### config.mk
export PLATFORM = sky130hd
export DESIGN_NAME = mc_control_fsm_flat
export DESIGN_NICKNAME = d
export VERILOG_FILES = /design/src/rtl/mc_control_fsm_if.sv /design/src/rtl/mc_control_fsm.sv /design/src/flat_wrapper.sv
export SDC_FILE = /design/constraint.sdc
export NUM_CORES = 1
export LEC_CHECK = 0
export ABC_AREA = 1
export BUFFER_PORTS_ARGS = -buffer_cell sky130_fd_sc_hd__buf_2
export CAP_MARGIN = 20
export CORE_MARGIN = 2
export CORE_UTILIZATION = 30
export CTS_BUF_LIST = sky130_fd_sc_hd__clkbuf_4
export CTS_CLUSTER_DIAMETER = 200
export DETAILED_ROUTE_END_ITERATION = 6
export GPL_TIMING_DRIVEN = 0
export PLACE_DENSITY = 0.61
export SLEW_MARGIN = 5
export SYNTH_ARGS = -nofsm -noshare
export SYNTH_HDL_FRONTEND = slang
export SYNTH_SLANG_ARGS = --single-unit
### constraint.sdc
create_clock -name clk -period 1.4 [get_ports clk]
set_input_delay 0.21 -clock clk [delete_from_list [all_inputs] [get_ports clk]]
set_output_delay 0.21 -clock clk [all_outputs]
set_load 0.02 [all_outputs]
### src/rtl/mc_control_fsm_if.sv
// Control interface between the multicycle control unit and the datapath.
// The master side is the control FSM and the slave side is the datapath.
interface mc_control_fsm_if #(
    parameter int INS_W    = 32,
    parameter int ALU_CC_W = 4
);
    logic [INS_W-1:0]    IM;
    logic                mem_ready;
    logic                RegWrite;
    logic                MemtoReg;
    logic                ALUsrc;
    logic                MemWrite;
    logic                MemRead;
    logic [ALU_CC_W-1:0] ALU_CC;
    logic                PC_en;
    logic                illegal_inst;
    logic                mem_err;

    modport master (
        input  IM, mem_ready,
        output RegWrite, MemtoReg, ALUsrc, MemWrite, MemRead, ALU_CC,
               PC_en, illegal_inst, mem_err
    );

    modport slave (
        output IM, mem_ready,
        input  RegWrite, MemtoReg, ALUsrc, MemWrite, MemRead, ALU_CC,
               PC_en, illegal_inst, mem_err
    );
endinterface

### src/rtl/mc_control_fsm.sv
// Multicycle control unit: FETCH -> DECODE -> EXEC -> {MEM} -> WB -> FETCH.
// Latches the fetched instruction and sequences the datapath controls.
// Optional MC_PERF_CNT_EN adds cycle_cnt / instret_cnt performance counters.
module mc_control_fsm #(
    parameter int INS_W    = 32,
    parameter int ALU_CC_W = 4,
    parameter int TIMEOUT  = 15,
    parameter int PERF_W   = 32
) (
    input  logic               clk,
    input  logic               reset,
    mc_control_fsm_if.master   bus
`ifdef MC_PERF_CNT_EN
    ,
    output logic [PERF_W-1:0]  cycle_cnt,
    output logic [PERF_W-1:0]  instret_cnt
`endif
);

    localparam int CNT_W = $clog2(TIMEOUT + 1);

    localparam logic [6:0] OP_R  = 7'b0110011;
    localparam logic [6:0] OP_I  = 7'b0010011;
    localparam logic [6:0] OP_LD = 7'b0000011;
    localparam logic [6:0] OP_SD = 7'b0100011;

    localparam logic [ALU_CC_W-1:0] CC_AND = ALU_CC_W'(4'b0000);
    localparam logic [ALU_CC_W-1:0] CC_OR  = ALU_CC_W'(4'b0001);
    localparam logic [ALU_CC_W-1:0] CC_ADD = ALU_CC_W'(4'b0010);
    localparam logic [ALU_CC_W-1:0] CC_SUB = ALU_CC_W'(4'b0110);

    typedef enum logic [2:0] {
        S_FETCH,
        S_DECODE,
        S_EXEC,
        S_MEM,
        S_WB,
        S_ABORT
    } state_t;

    state_t              state;
    state_t              next_state;
    logic [INS_W-1:0]    ir;
    logic [CNT_W-1:0]    wait_cnt;
    logic                illegal_q;
    logic                mem_err_q;

    logic [6:0]          opcode;
    logic [2:0]          funct3;
    logic [6:0]          funct7;
    logic                is_rtype;
    logic                is_itype;
    logic                is_ld;
    logic                is_sd;
    logic                legal;
    logic                alusrc_dec;
    logic [ALU_CC_W-1:0] alu_cc_dec;
    logic                mem_timeout;
    logic                sd_done;

    assign opcode = ir[6:0];
    assign funct3 = ir[14:12];
    assign funct7 = ir[31:25];

    assign legal       = is_rtype | is_itype | is_ld | is_sd;
    assign alusrc_dec  = is_itype | is_ld | is_sd;
    assign mem_timeout = (wait_cnt == CNT_W'(TIMEOUT - 1)) && !bus.mem_ready;
    assign sd_done     = (state == S_MEM) && is_sd && bus.mem_ready;

    // Decode the latched instruction into its class and ALU operation.
    always_comb begin
        is_rtype   = 1'b0;
        is_itype   = 1'b0;
        is_ld      = 1'b0;
        is_sd      = 1'b0;
        alu_cc_dec = CC_ADD;
        case (opcode)
            OP_R: begin
                case (funct3)
                    3'b000: begin
                        if (funct7 == 7'b0000000) begin
                            is_rtype   = 1'b1;
                            alu_cc_dec = CC_ADD;
                        end else if (funct7 == 7'b0100000) begin
                            is_rtype   = 1'b1;
                            alu_cc_dec = CC_SUB;
                        end
                    end
                    3'b111: begin
                        if (funct7 == 7'b0000000) begin
                            is_rtype   = 1'b1;
                            alu_cc_dec = CC_AND;
                        end
                    end
                    3'b110: begin
                        if (funct7 == 7'b0000000) begin
                            is_rtype   = 1'b1;
                            alu_cc_dec = CC_OR;
                        end
                    end
                    default: ;
                endcase
            end
            OP_I: begin
                case (funct3)
                    3'b000: begin
                        is_itype   = 1'b1;
                        alu_cc_dec = CC_ADD;
                    end
                    3'b111: begin
                        is_itype   = 1'b1;
                        alu_cc_dec = CC_AND;
                    end
                    3'b110: begin
                        is_itype   = 1'b1;
                        alu_cc_dec = CC_OR;
                    end
                    default: ;
                endcase
            end
            OP_LD: is_ld = (funct3 == 3'b011);
            OP_SD: is_sd = (funct3 == 3'b011);
            default: ;
        endcase
    end

    // State register; reset aborts any instruction in flight.
    always_ff @(posedge clk or posedge reset) begin
        if (reset) begin
            state <= S_FETCH;
        end else begin
            state <= next_state;
        end
    end

    // Instruction register, loaded only while leaving FETCH so IM never reaches outputs directly.
    always_ff @(posedge clk or posedge reset) begin
        if (reset) begin
            ir <= '0;
        end else if (state == S_FETCH) begin
            ir <= bus.IM;
        end
    end

    // Count MEM cycles; cleared whenever the FSM is elsewhere.
    always_ff @(posedge clk or posedge reset) begin
        if (reset) begin
            wait_cnt <= '0;
        end else if (state != S_MEM) begin
            wait_cnt <= '0;
        end else begin
            wait_cnt <= wait_cnt + CNT_W'(1);
        end
    end

    // Sticky error flags, cleared only by reset.
    always_ff @(posedge clk or posedge reset) begin
        if (reset) begin
            illegal_q <= 1'b0;
            mem_err_q <= 1'b0;
        end else begin
            if ((state == S_DECODE) && !legal) begin
                illegal_q <= 1'b1;
            end
            if ((state == S_MEM) && mem_timeout) begin
                mem_err_q <= 1'b1;
            end
        end
    end

    // Next-state sequencing, including the memory wait and timeout abort.
    always_comb begin
        next_state = S_FETCH;
        case (state)
            S_FETCH:  next_state = S_DECODE;
            S_DECODE: next_state = legal ? S_EXEC : S_FETCH;
            S_EXEC:   next_state = (is_ld || is_sd) ? S_MEM : S_WB;
            S_MEM: begin
                if (bus.mem_ready) begin
                    next_state = is_ld ? S_WB : S_FETCH;
                end else if (mem_timeout) begin
                    next_state = S_ABORT;
                end else begin
                    next_state = S_MEM;
                end
            end
            S_WB:     next_state = S_FETCH;
            S_ABORT:  next_state = S_FETCH;
            default:  next_state = S_FETCH;
        endcase
    end

    // Datapath controls from state and IR; a store retires in MEM on the ready cycle itself.
    always_comb begin
        bus.RegWrite = 1'b0;
        bus.MemtoReg = 1'b0;
        bus.ALUsrc   = 1'b0;
        bus.MemWrite = 1'b0;
        bus.MemRead  = 1'b0;
        bus.ALU_CC   = '0;
        bus.PC_en    = 1'b0;
        case (state)
            S_DECODE: begin
                bus.PC_en = !legal;
            end
            S_EXEC: begin
                bus.ALU_CC = alu_cc_dec;
                bus.ALUsrc = alusrc_dec;
            end
            S_MEM: begin
                bus.ALU_CC   = alu_cc_dec;
                bus.ALUsrc   = alusrc_dec;
                bus.MemRead  = is_ld;
                bus.MemWrite = is_sd;
                bus.PC_en    = is_sd && bus.mem_ready;
            end
            S_WB: begin
                bus.ALU_CC   = alu_cc_dec;
                bus.ALUsrc   = alusrc_dec;
                bus.RegWrite = 1'b1;
                bus.MemtoReg = is_ld;
                bus.MemRead  = is_ld;
                bus.PC_en    = 1'b1;
            end
            S_ABORT: begin
                bus.PC_en = 1'b1;
            end
            default: ;
        endcase
    end

    assign bus.illegal_inst = illegal_q;
    assign bus.mem_err      = mem_err_q;

`ifdef MC_PERF_CNT_EN
    // Free-running cycle counter and retired-instruction counter (illegal and aborted excluded).
    always_ff @(posedge clk or posedge reset) begin
        if (reset) begin
            cycle_cnt   <= '0;
            instret_cnt <= '0;
        end else begin
            cycle_cnt <= cycle_cnt + PERF_W'(1);
            if ((state == S_WB) || sd_done) begin
                instret_cnt <= instret_cnt + PERF_W'(1);
            end
        end
    end
`else
    // Store-retire indication only feeds the performance counters.
    always_comb begin
        if (sd_done) begin
        end
    end
`endif

endmodule

### src/flat_wrapper.sv
// flat-port wrapper written by rule: the top's interface ports become plain ports
module mc_control_fsm_flat 
#(
    parameter int INS_W    = 32,
    parameter int ALU_CC_W = 4,
    parameter int TIMEOUT  = 15,
    parameter int PERF_W   = 32
)
  (clk, reset, bus_IM, bus_mem_ready, bus_RegWrite, bus_MemtoReg, bus_ALUsrc, bus_MemWrite, bus_MemRead, bus_ALU_CC, bus_PC_en, bus_illegal_inst, bus_mem_err);
  mc_control_fsm_if #(.INS_W(INS_W), .ALU_CC_W(ALU_CC_W)) bus_i ();
  input  logic clk;
  input  logic reset;
  input wire logic [$bits(bus_i.IM)-1:0] bus_IM;
  input wire logic [$bits(bus_i.mem_ready)-1:0] bus_mem_ready;
  output wire logic [$bits(bus_i.RegWrite)-1:0] bus_RegWrite;
  output wire logic [$bits(bus_i.MemtoReg)-1:0] bus_MemtoReg;
  output wire logic [$bits(bus_i.ALUsrc)-1:0] bus_ALUsrc;
  output wire logic [$bits(bus_i.MemWrite)-1:0] bus_MemWrite;
  output wire logic [$bits(bus_i.MemRead)-1:0] bus_MemRead;
  output wire logic [$bits(bus_i.ALU_CC)-1:0] bus_ALU_CC;
  output wire logic [$bits(bus_i.PC_en)-1:0] bus_PC_en;
  output wire logic [$bits(bus_i.illegal_inst)-1:0] bus_illegal_inst;
  output wire logic [$bits(bus_i.mem_err)-1:0] bus_mem_err;
  assign bus_i.IM = bus_IM;
  assign bus_i.mem_ready = bus_mem_ready;
  assign bus_RegWrite = bus_i.RegWrite;
  assign bus_MemtoReg = bus_i.MemtoReg;
  assign bus_ALUsrc = bus_i.ALUsrc;
  assign bus_MemWrite = bus_i.MemWrite;
  assign bus_MemRead = bus_i.MemRead;
  assign bus_ALU_CC = bus_i.ALU_CC;
  assign bus_PC_en = bus_i.PC_en;
  assign bus_illegal_inst = bus_i.illegal_inst;
  assign bus_mem_err = bus_i.mem_err;
  mc_control_fsm #(.INS_W(INS_W), .ALU_CC_W(ALU_CC_W), .TIMEOUT(TIMEOUT), .PERF_W(PERF_W)) u_core (.clk(clk), .reset(reset), .bus(bus_i));
endmodule
== Word level (Yosys, flattened, before mapping) ==
Cells that the tools add are included.
Storage, ports and cells
  register bits after elaboration: 41
  bits in latches: 0
  bits in writable memories: 0
  ROM bits: 0
  bits of input ports: 35
  word-level logic and storage cells: 71
  memories kept: 0
Cells by class
  add/subtract/negate cells: 1
  multipliers: 0
  divide/modulo/power cells: 0
  magnitude comparators: 0
  equality and inequality tests: 15
  shifts and indexed selects: 0
  mux-type cells: 30
  bitwise logic cells: 5
  reduce and logical (&&, ||, !) cells: 15
Operator list (number)
  $eq 7x6->1 const B: 3
  $mux 3: 5
  $mux 1: 13
  $eq 3x3->1 const B: 4
  $mux 4: 3
  $pmux 3 s4: 1
  $pmux 4 s3: 1
  $eq 3x2->1 const B: 3
  $pmux 4 s2: 1
  $eq 7x2->1 const B: 1
  $eq 7x5->1 const B: 1
  $logic_not 7->1: 1
  $logic_not 3->1: 2
  $mux 2: 3
  $reduce_or 2->1: 3
  $reduce_or 3->1: 2
  $or 1x1->1: 5
  $add 4x1->4 const B: 1
  $eq 4x4->1 const B: 1
  $logic_and 1x1->1: 4
  $pmux 2 s2: 1
  $eq 3x1->1 const B: 1
  $ne 3x2->1 const B: 1
  $pmux 1 s3: 1
  other kinds (3): 4

== Longest topological paths before layout ==
  depth after elaboration: 10
  gate-level depth with buffers: 10
  mapped depth without buffers: 10

== Least setup slack after synthesis ==
Ideal clock, no wire load.
  path type: flip-flop to output port
  start: reg u_core.state[1]
  end: out bus_ALU_CC[2]
  data arrival time: 1.346 ns
  data required time: 1.190 ns
  path slack: -0.156 ns
  stages on the path, launching flop included: 6
  path buffers: 0
  cell sequence: dfrtp_1 > inv_2 > nand2_2 > nor2_2 > a21oi_2 > nor3_1
Between the ends
  cells in the longest elaborated chain, start to end: 3
  elaborated cells on any way between the ends: 5
Ends and longest elaborated chain
  start, declared: RTL line mc_control_fsm.sv:41  | state_t state;
  start signal, assigned: RTL line mc_control_fsm.sv:132  | state <= next_state;
  $eq 3x3->1, or another cell as far along: RTL line mc_control_fsm.sv:202  | case (state)
  $reduce_or 3->1 (no source line) (*)
  $mux 4 (*): RTL line mc_control_fsm.sv:202
  end, declared: RTL line flat_wrapper.sv:20  | output wire logic [$bits(bus_i.ALU_CC)-1:0] bus_ALU_CC;
Every way passes the cells marked *; elsewhere a longest branch is shown, timed or not.

== Worst setup path after layout ==
  start: reg u_core.state[1]
  end: out bus_ALU_CC[0]
The elaborated chain is that of the path after synthesis.

==> out/summary.txt <==
Top cell type's share of synthesized area - 47.1%
Crit path required time - 1.19 ns
Clock Latency Late Sink - 0.32 ns
Sequential fraction of the synthesis area - 47.1%
Slowest cell on the critical path - dfrtp_2
Adder-Cell Fraction of Synth Area - 1.81%
Wire length per cell - 10.7 um
Antenna Violating Nets Remaining - 0
CP Class - flip-flop to primary output
Area growth syn-to-layout - 34.8%
Fmax - 0.566 GHz
Vias - 1128
Synth Area in XOR/XNOR - 1.27%
Worst hold path class - input port to flip-flop
Starting Density - 31.5%
Vias per std cell - 4.27
Cell Pwr Density - 1510 nW/um^2
Final core utilization - 42.5%
Synth top area cells - dfrtp_1 (47%), nor2_1 (8.7%), nand2_1 (8.1%)
Worst Path Arrival - 1.56 ns
Mean Syn Cell Area - 8.18 sq um
DIE HEIGHT - 71.9 um
Slowest cell delay on critical path - 0.50 ns
Grt total ovfl - 0
Number of distinct library cells after synthesis - 25
DP Wirelength - 2.06 mm
Setup TNS - -2.36 ns
Post-synthesis mux area share - 5.16%
Syn_nets - 206
TritonCTS sink count - 26
Post-route minimum period - 1.77 ns
First drt pass iteration count - 4
Total track usage - 12.0%
Place WS - -0.164 ns
Outcome - finished, violations left
RSZ-0062 raised after global routing - true
CP Launch Type - flip-flop
Core ar. - 4380 sq um
Final worst path period share - 126%
Synth Area in Simple Gates - 24.5%
Slew HR - 65.2%
CTS max path bufs - 2
WL final - 2.82 mm
RePlAce Congestion - 0.696
Die W - 71.9 um
Largest family of logic cells by synthesized area - simple AND/OR/NAND/NOR gates
DP Area - 1620 sq um
Vias in the first global route - 1169
Worst Skew - 0.00500 ns
Worst-Margin Slew - 0.522 ns
Syn. warnings - 0
First DRT Iteration DRCs - 50
Synth Area in Compound Gates - 9.23%
Synth Instances - 169
CTS tree - done
Initial antenna violation count - 0
Net count, final - 251
Fin area - 1860 sq um
Root Buffer - clkbuf_4
Mapped Area - 1380 sq um
PnR worst setup slack - -0.365 ns
Fraction of layout instances using a drive strength above 1 - 48.1%
H-tree Lvls - 1
Filler cell count - 450
VDD IR max - 0.000587 V
Cell Chain, Critical Path - inv_2 -> nand2_2 -> nor2_4 -> a21oi_4 -> nor2_1 -> and3_4 -> buf_6
Most frequent cells in the layout - nand2_1 (25), dfrtp_1 (25), nor2_1 (24)
# diodes - 0
Final Setup Violations - 9
CTS clk-pin slew, worst paths - 0.14 ns
Critical Path Sink Type - primary output
Row cnt - 24
Flops & latches, synth - 26
Max cap viols - 0
Largest net degree at the start of global routing - 27
Final Hold Viols - 0
Number of remaining DRC errors - 0
Final Max Tran Viols - 0
# IOs - 47
Die area - 5170 sq um
Pleak - 0.956 nW
Violated checks - setup timing
Yosys top cell by area - dfrtp_1
PortBufs - 30
Critical-path maximum fanout - 5
Global-route wire length before repair - 4.90 mm
CTS buffer count - 3
Power Total - 2.82 mW
==> area by class of cell <==
cell class	instances	area, sq um	share of cell area, %
Tap cell	52	65.1	3.49
Clock buffer	3	22.5	1.21
Timing Repair Buffer	40	273	14.6
Buffer	4	35.0	1.88
Multi-Input combinational cell	109	701	37.6
Inverter	30	115	6.18
Sequential cell	26	652	35.0
==> cell families after synthesis <==
family                   after synthesis
buffers and inverters                 34
XOR/XNOR                               2
AO/OA/AOI/OAI                         18
AND/OR/NAND/NOR                       81
flip-flops                            26
adder cells (fa/ha/maj)                2
multiplexers                           5
other                                  1
==> routing by layer <==
layer  global-route usage, %  vias to the layer above  part of all wire [%]
met3                    1.41                        2                   3.9
met4                    5.03                        0                  0.96
met2                    20.4                       20                    48
li1                        -                      606                     -
met5                       0                        -                     0
met1                    15.5                      500                    48
==> report_power, final <==
part           internal [mW]  total (mW)  switching [mW]
Sequential              1.01        1.19           0.175
Combinational          0.580        1.32           0.737
Clock                  0.101       0.315           0.214
==> Yosys cell counts (all sizes together) <==
cell type	n
inv	30
dfrtp	26
buf	4
xor2	1
o21ai	2
nand2	32
nand3	11
xnor2	1
ha	2
conb	1
nor3	3
mux2	5
nor2	33
and3	1
a21oi	16
or2	1
==> final timing paths <==
kind                                    start                  to  slack, ns  depth (start not counted)
max in group asynchronous               reset     u_core.state[1]       0.46                          4
hold reg to reg            u_core.bus.mem_err  u_core.bus.mem_err       0.48                          1
setup / recovery              u_core.state[1]       bus_ALU_CC[0]      -0.37                          7
setup reg to reg              u_core.state[2]        u_core.ir[1]       0.08                          5
min in group asynchronous               reset        u_core.ir[0]       0.45                          3
hold / removal                      bus_IM[0]        u_core.ir[0]       0.11                          2
==> state kept, by name, indices dropped and copies added, names as in the netlist <==
| name | cells |
|---|---|
| u_core.wait_cnt | 4 |
| u_core.bus.mem_err | 1 |
| u_core.state | 3 |
| u_core.ir | 17 |
| u_core.bus.illegal_inst | 1 |
==> worst max-delay path, delay by kind of cell, from the launching register on <==
family / cells / cell delay (ns)
AOI/OAI and AO/OA: 1 / 0.07
buffers and inverters: 2 / 0.20
and+or+nand+nor: 4 / 0.47
DFF: 1 / 0.50
==> timing repair <==
item                                    in CTS  in global routing
endpoints found under the setup margin       9                  9
cloned                                       0                  0
buffers inserted                             5                  3
hold endpoints to repair                     0                 12
gates resized for setup                     19                 24
pin swaps                                    3                  6
hold buffers                                 0                  1
==> per-stage QoR <==
stage / hold WS, ns / cells
final: 0.109 / 264
after global routing: 0.0866 / 264
after detailed placement: 0.444 / 251
after CTS: 0.0877 / 259
after floorplan: 0.250 / 169
after global placement: 0.438 / 251
(Power assumes the default switching activity.)
